### config.mk
export PLATFORM = sky130hd
export DESIGN_NAME = game_flow_ctl
export DESIGN_NICKNAME = d
export VERILOG_FILES = /design/src/rtl/game_flow_ctl.sv
export SDC_FILE = /design/constraint.sdc
export NUM_CORES = 1
export LEC_CHECK = 0
export ABC_AREA = 1
export CORE_MARGIN = 2
export CORE_UTILIZATION = 50
export CTS_CLUSTER_DIAMETER = 200
export CTS_CLUSTER_SIZE = 16
export DETAILED_ROUTE_END_ITERATION = 10
export HOLD_SLACK_MARGIN = 0.02
export PLACE_DENSITY = 0.78
export SYNTH_ARGS = -nofsm -noshare
export SYNTH_HDL_FRONTEND = slang
export SYNTH_SLANG_ARGS = --single-unit
### constraint.sdc
create_clock -name clk -period 1.8 [get_ports clk]
set_clock_uncertainty 0.05 [all_clocks]
set_input_delay 0.18 -clock clk [delete_from_list [all_inputs] [get_ports clk]]
set_output_delay 0.18 -clock clk [all_outputs]
set_load 0.02 [all_outputs]
### src/rtl/game_flow_ctl.sv
// PONG match sequencer: menu/credits navigation, frame-paced serve and game-over delays,
// score keeping. Every output is registered and decoded from the next state.
module game_flow_ctl #(
    parameter int unsigned WIN_SCORE    = 5,
    parameter int unsigned SERVE_FRAMES = 60,
    parameter int unsigned OVER_FRAMES  = 180
) (
    input  logic        clk,
    input  logic        rst,
    input  logic        vsync_in,
    input  logic        mouse_left,
    input  logic        button,
    input  logic [11:0] xpos,
    input  logic [11:0] ypos,
    input  logic        miss_left,
    input  logic        miss_right,
    output logic [1:0]  screen,
    output logic        ball_en,
    output logic        ball_rst,
    output logic [3:0]  score_l,
    output logic [3:0]  score_r,
    output logic [1:0]  winner
);

    typedef enum logic [2:0] {StMenu, StCredits, StServe, StPlay, StOver} state_e;

    localparam logic [1:0] ScrMenu    = 2'b00;
    localparam logic [1:0] ScrGame    = 2'b01;
    localparam logic [1:0] ScrCredits = 2'b10;
    localparam logic [3:0] WinLim     = 4'(WIN_SCORE);
    localparam logic [7:0] ServeLim   = 8'(SERVE_FRAMES);
    localparam logic [7:0] OverLim    = 8'(OVER_FRAMES);

    state_e      state_q, state_d;
    logic [7:0]  frame_cnt_q, frame_cnt_d;
    logic [3:0]  score_l_q, score_l_d;
    logic [3:0]  score_r_q, score_r_d;
    logic [1:0]  winner_q, winner_d;
    logic [1:0]  screen_q, screen_d;
    logic        ball_en_q, ball_en_d;
    logic        ball_rst_q, ball_rst_d;
    logic        mouse_q, button_q, vsync_q;

    logic click, press, tick;
    logic in_start, in_credits;

    assign click = mouse_left & ~mouse_q;
    assign press = button & ~button_q;
    assign tick  = vsync_in & ~vsync_q;

    assign in_start   = (xpos >= 12'd362) && (xpos <= 12'd674) &&
                        (ypos >= 12'd46)  && (ypos <= 12'd146);
    assign in_credits = (xpos >= 12'd362) && (xpos <= 12'd674) &&
                        (ypos >= 12'd622) && (ypos <= 12'd722);

    always_comb begin
        state_d   = state_q;
        score_l_d = score_l_q;
        score_r_d = score_r_q;
        winner_d  = winner_q;

        unique case (state_q)
            StMenu: begin
                if (click && in_start) begin
                    score_l_d = 4'd0;
                    score_r_d = 4'd0;
                    winner_d  = 2'b00;
                    state_d   = StServe;
                end else if (click && in_credits) begin
                    state_d = StCredits;
                end
            end
            StCredits: begin
                if (press) state_d = StMenu;
            end
            StServe: begin
                if (press) begin
                    state_d = StMenu;
                end else if (frame_cnt_q >= ServeLim) begin
                    state_d = StPlay;
                end
            end
            StPlay: begin
                // Press wins over any miss pulse in the same cycle.
                if (press) begin
                    state_d = StMenu;
                end else if (miss_left && miss_right) begin
                    state_d = StServe;
                end else if (miss_right) begin
                    score_l_d = score_l_q + 4'd1;
                    if (score_l_d == WinLim) begin
                        winner_d = 2'b01;
                        state_d  = StOver;
                    end else begin
                        state_d = StServe;
                    end
                end else if (miss_left) begin
                    score_r_d = score_r_q + 4'd1;
                    if (score_r_d == WinLim) begin
                        winner_d = 2'b10;
                        state_d  = StOver;
                    end else begin
                        state_d = StServe;
                    end
                end
            end
            StOver: begin
                if (press || (frame_cnt_q >= OverLim)) state_d = StMenu;
            end
            default: state_d = StMenu;
        endcase

        frame_cnt_d = frame_cnt_q;
        if (state_d != state_q) begin
            frame_cnt_d = 8'd0;
        end else if (tick && ((state_q == StServe) || (state_q == StOver)) &&
                     (frame_cnt_q != 8'hFF)) begin
            frame_cnt_d = frame_cnt_q + 8'd1;
        end

        // Outputs follow the state being entered so they update with the state register.
        screen_d   = ScrGame;
        ball_en_d  = 1'b0;
        ball_rst_d = 1'b1;
        unique case (state_d)
            StMenu:    screen_d = ScrMenu;
            StCredits: screen_d = ScrCredits;
            StPlay: begin
                ball_en_d  = 1'b1;
                ball_rst_d = 1'b0;
            end
            default: screen_d = ScrGame;
        endcase
    end

    always_ff @(posedge clk) begin
        if (rst) begin
            state_q     <= StMenu;
            frame_cnt_q <= 8'd0;
            score_l_q   <= 4'd0;
            score_r_q   <= 4'd0;
            winner_q    <= 2'b00;
            screen_q    <= ScrMenu;
            ball_en_q   <= 1'b0;
            ball_rst_q  <= 1'b1;
            mouse_q     <= 1'b0;
            button_q    <= 1'b0;
            vsync_q     <= 1'b0;
        end else begin
            state_q     <= state_d;
            frame_cnt_q <= frame_cnt_d;
            score_l_q   <= score_l_d;
            score_r_q   <= score_r_d;
            winner_q    <= winner_d;
            screen_q    <= screen_d;
            ball_en_q   <= ball_en_d;
            ball_rst_q  <= ball_rst_d;
            mouse_q     <= mouse_left;
            button_q    <= button;
            vsync_q     <= vsync_in;
        end
    end

    assign screen   = screen_q;
    assign ball_en  = ball_en_q;
    assign ball_rst = ball_rst_q;
    assign score_l  = score_l_q;
    assign score_r  = score_r_q;
    assign winner   = winner_q;

endmodule
==> reports/results.tsv <==
metric	value	unit
count leader, synth	nand2_1	
TNS Setup	0	ns
max_cap viols	0	
post-layout util	0.7871	
cell count after synthesis	306	
startpoint types	flip-flop	
R2R cell count	11	
crit path cell chain	or2_4 -> nor3_4 -> nand3_2 -> buf_4 -> nand4_1 -> nand2_1 -> nand2_1 -> nand2_2 -> nor2_4 -> nand2_4 -> nor2_2	
final hold viol count	0	
LEAKAGE	1.426	nW
final worst-path cycle share	0.9923	
Distinct cells, synth	36	
H-tree levels	1	
Fmax	0.5599	GHz
Worst path most repeated cell	nand2_1	
status	complete, no violations	
DRT iter0 DRCs	82	
syn avg cell area	6.510	µm²
Row Count	22	
busiest grt layer	met2	
Synth top cells by count	68 x nand2_1, 46 x inv_1, 43 x nor2_1, 28 x dfxtp_1, 28 x nand3_1	
total grt overflow	0	
Crit path required time	1.98	ns
Rel. slew slack	0.7926	
chip height	67.12	µm
Post-DRT Antenna Nets	0	
hold path depth	4	
routed len/inst	11.61	µm
Min Hold Slack	0.1859	ns
CP max stage cell	dfxtp_1	
share of layout cells above drive strength 1	0.2891	
router iterations before antenna repair	4	
All-Layer GR Usage	0.2153	
post-synthesis sequential area ratio	0.2814	
die width	67.12	µm
WS Path Type	flip-flop to flip-flop	
Slew @ Worst Pin	0.3063	ns
Via Count	2133	
setup violators final	0	
antenna cells	0	
M3 GR Usage	0.03041	
vias in the first global route	1899	
maximum clock path buffer count	2	
Root Buffer	clkbuf_8	
dpl hpwl	3596	µm
CP top delay family	simple AND/OR/NAND/NOR gates	
Die ar.	4504	µm²
routed wire length	4933	µm
first-pass GRT wire length	7645	µm
GR Util met2	0.3960	
CP arrival	1.96	ns
final slew viol count	0	
area leader, netlist	dfxtp_1	
met1 GRT Util	0.2515	
pre-CTS worst setup slack	-0.3174	ns
worst skew pair latency	0.28	ns
number of CTS-inserted buffers	3	
worst hold path type	input port to flip-flop	
ranking of synthesized cells by area	dfxtp_1 28%, nand2_1 13%, inv_1 8.7%	
syn_nets	343	
Ys Warns	0	
Pwr Total	1.338	mW
Synth Flop Type	dfxtp_1	
Mapped Area	1992	µm²
#FFs+latches synth	28	
number of flops mapped to enable cells by yosys	0	
Port Buffer Count	44	
final worst path period need	1.786	ns
asr flop ratio synth	0	
starting density of the core	0.5321	
Clk pin slew, worst setup/hold paths	0.10	ns
CP max FO	8	
Placeable Area	3744	µm²
initial antenna violation count	0	
Via-to-Cell Ratio	5.019	
CP Capture Type	flip-flop	
Final Net Count	415	
CP max stage delay	0.31	ns
clock sink total	28	
TritonCTS clock tree	yes	
IO Pins	45	
peak supply drop	288.3	µV
Area growth syn-to-layout	47.93	%
worst setup margin	0.01383	ns
largest net degree at the start of global routing	17	
Fill cells	288	
Routability Congestion	0.9172	
stages on the worst setup path	11	
DRC Markers	0	
unrepaired setup endpoints after global routing	true	
CP bufs+invs	1	
Synth top area share	0.2814	
Pwr Density	454.2	nW/µm²
## registers in the layout, indices dropped and copies added, names as in the netlist
name / count
ball_en: 1
button_q: 1
winner: 2
vsync_q: 1
score_l: 4
state_q: 3
score_r: 4
mouse_q: 1
frame_cnt_q: 8
ball_rst: 1
screen: 2
## where the power goes
group	leakage, nW	total [mW]	switching [mW]	internal (mW)
registers	0.231	0.624	0.00169	0.622
logic	1.16	0.214	0.112	0.102
clock network	0.0357	0.500	0.202	0.298
total	1.43	1.34	0.316	1.02
## routing by layer
layer	vias to the layer above	routed length (µm)
li1	1099	-
met1	982	2065
met2	45	2627
met3	7	172
met4	0	68
met5	-	0
## what timing repair did
action | CTS | global route
setup buffers | 1 | 4
pin swaps | 5 | 33
resized for setup | 11 | 66
hold buffers | 0 | 0
hold endpoints to repair | 0 | 0
setup endpoints to repair | 9 | 22
## area by class of cell
cell class                 instances  area (µm²)  area share
multi-input combinational        222        1354      0.4594
timing repair buffer              69       685.7      0.2327
sequential                        28       573.1      0.1945
inverter                          54       202.7     0.06879
tap                               48       60.06     0.02038
clock buffer                       3       41.29     0.01401
clock inverter                     1       30.03     0.01019
## placed cells by master (no fill, tap or decap), drive strengths merged, types with 3 or more instances in the layout
master         instances
buf                   25
clkdlybuf4s50         21
a21oi                 16
inv                   52
nor2                  57
ha                     6
clkbuf                 3
dfxtp                 28
nor3                   4
dlymetal6s2s          21
nand2                 71
o21ai                  6
xor2                   9
or2                    3
nand4                 10
nand3                 31
## stage by stage
step	instances	instance area [µm²]
after global placement	416	2629
after floorplan	306	1993
after detailed placement	416	2629
after CTS	421	2733
after global routing	425	2947
final	425	2947
## kinds of logic (layout without fill, tap and decap cells)
family,count (synthesis),count (layout),share of synthesized area
AOI/OAI and AO/OA,25,25,0.07538
xor gates and xnor gates,11,11,0.05214
adders and majority gates,6,6,0.03769
buffers and inverters,56,127,0.1093
DFF,28,28,0.2814
muxes,1,1,0.005653
and+or+nand+nor,179,179,0.4384
## final timing paths
check        startpoint             end  slack, ns
max             mouse_q  frame_cnt_q[5]       0.01
min reg2reg   winner[1]       winner[1]       0.43
min          mouse_left         mouse_q       0.19
max reg2reg     mouse_q  frame_cnt_q[5]       0.01
## worst min-delay path, cell delays in order
cell	delay, ns
dlymetal6s2s_1	0.13
inv_2	0.06
buf_4	0.09
nor2_1	0.03
Power figures use the tool's default switching activity.
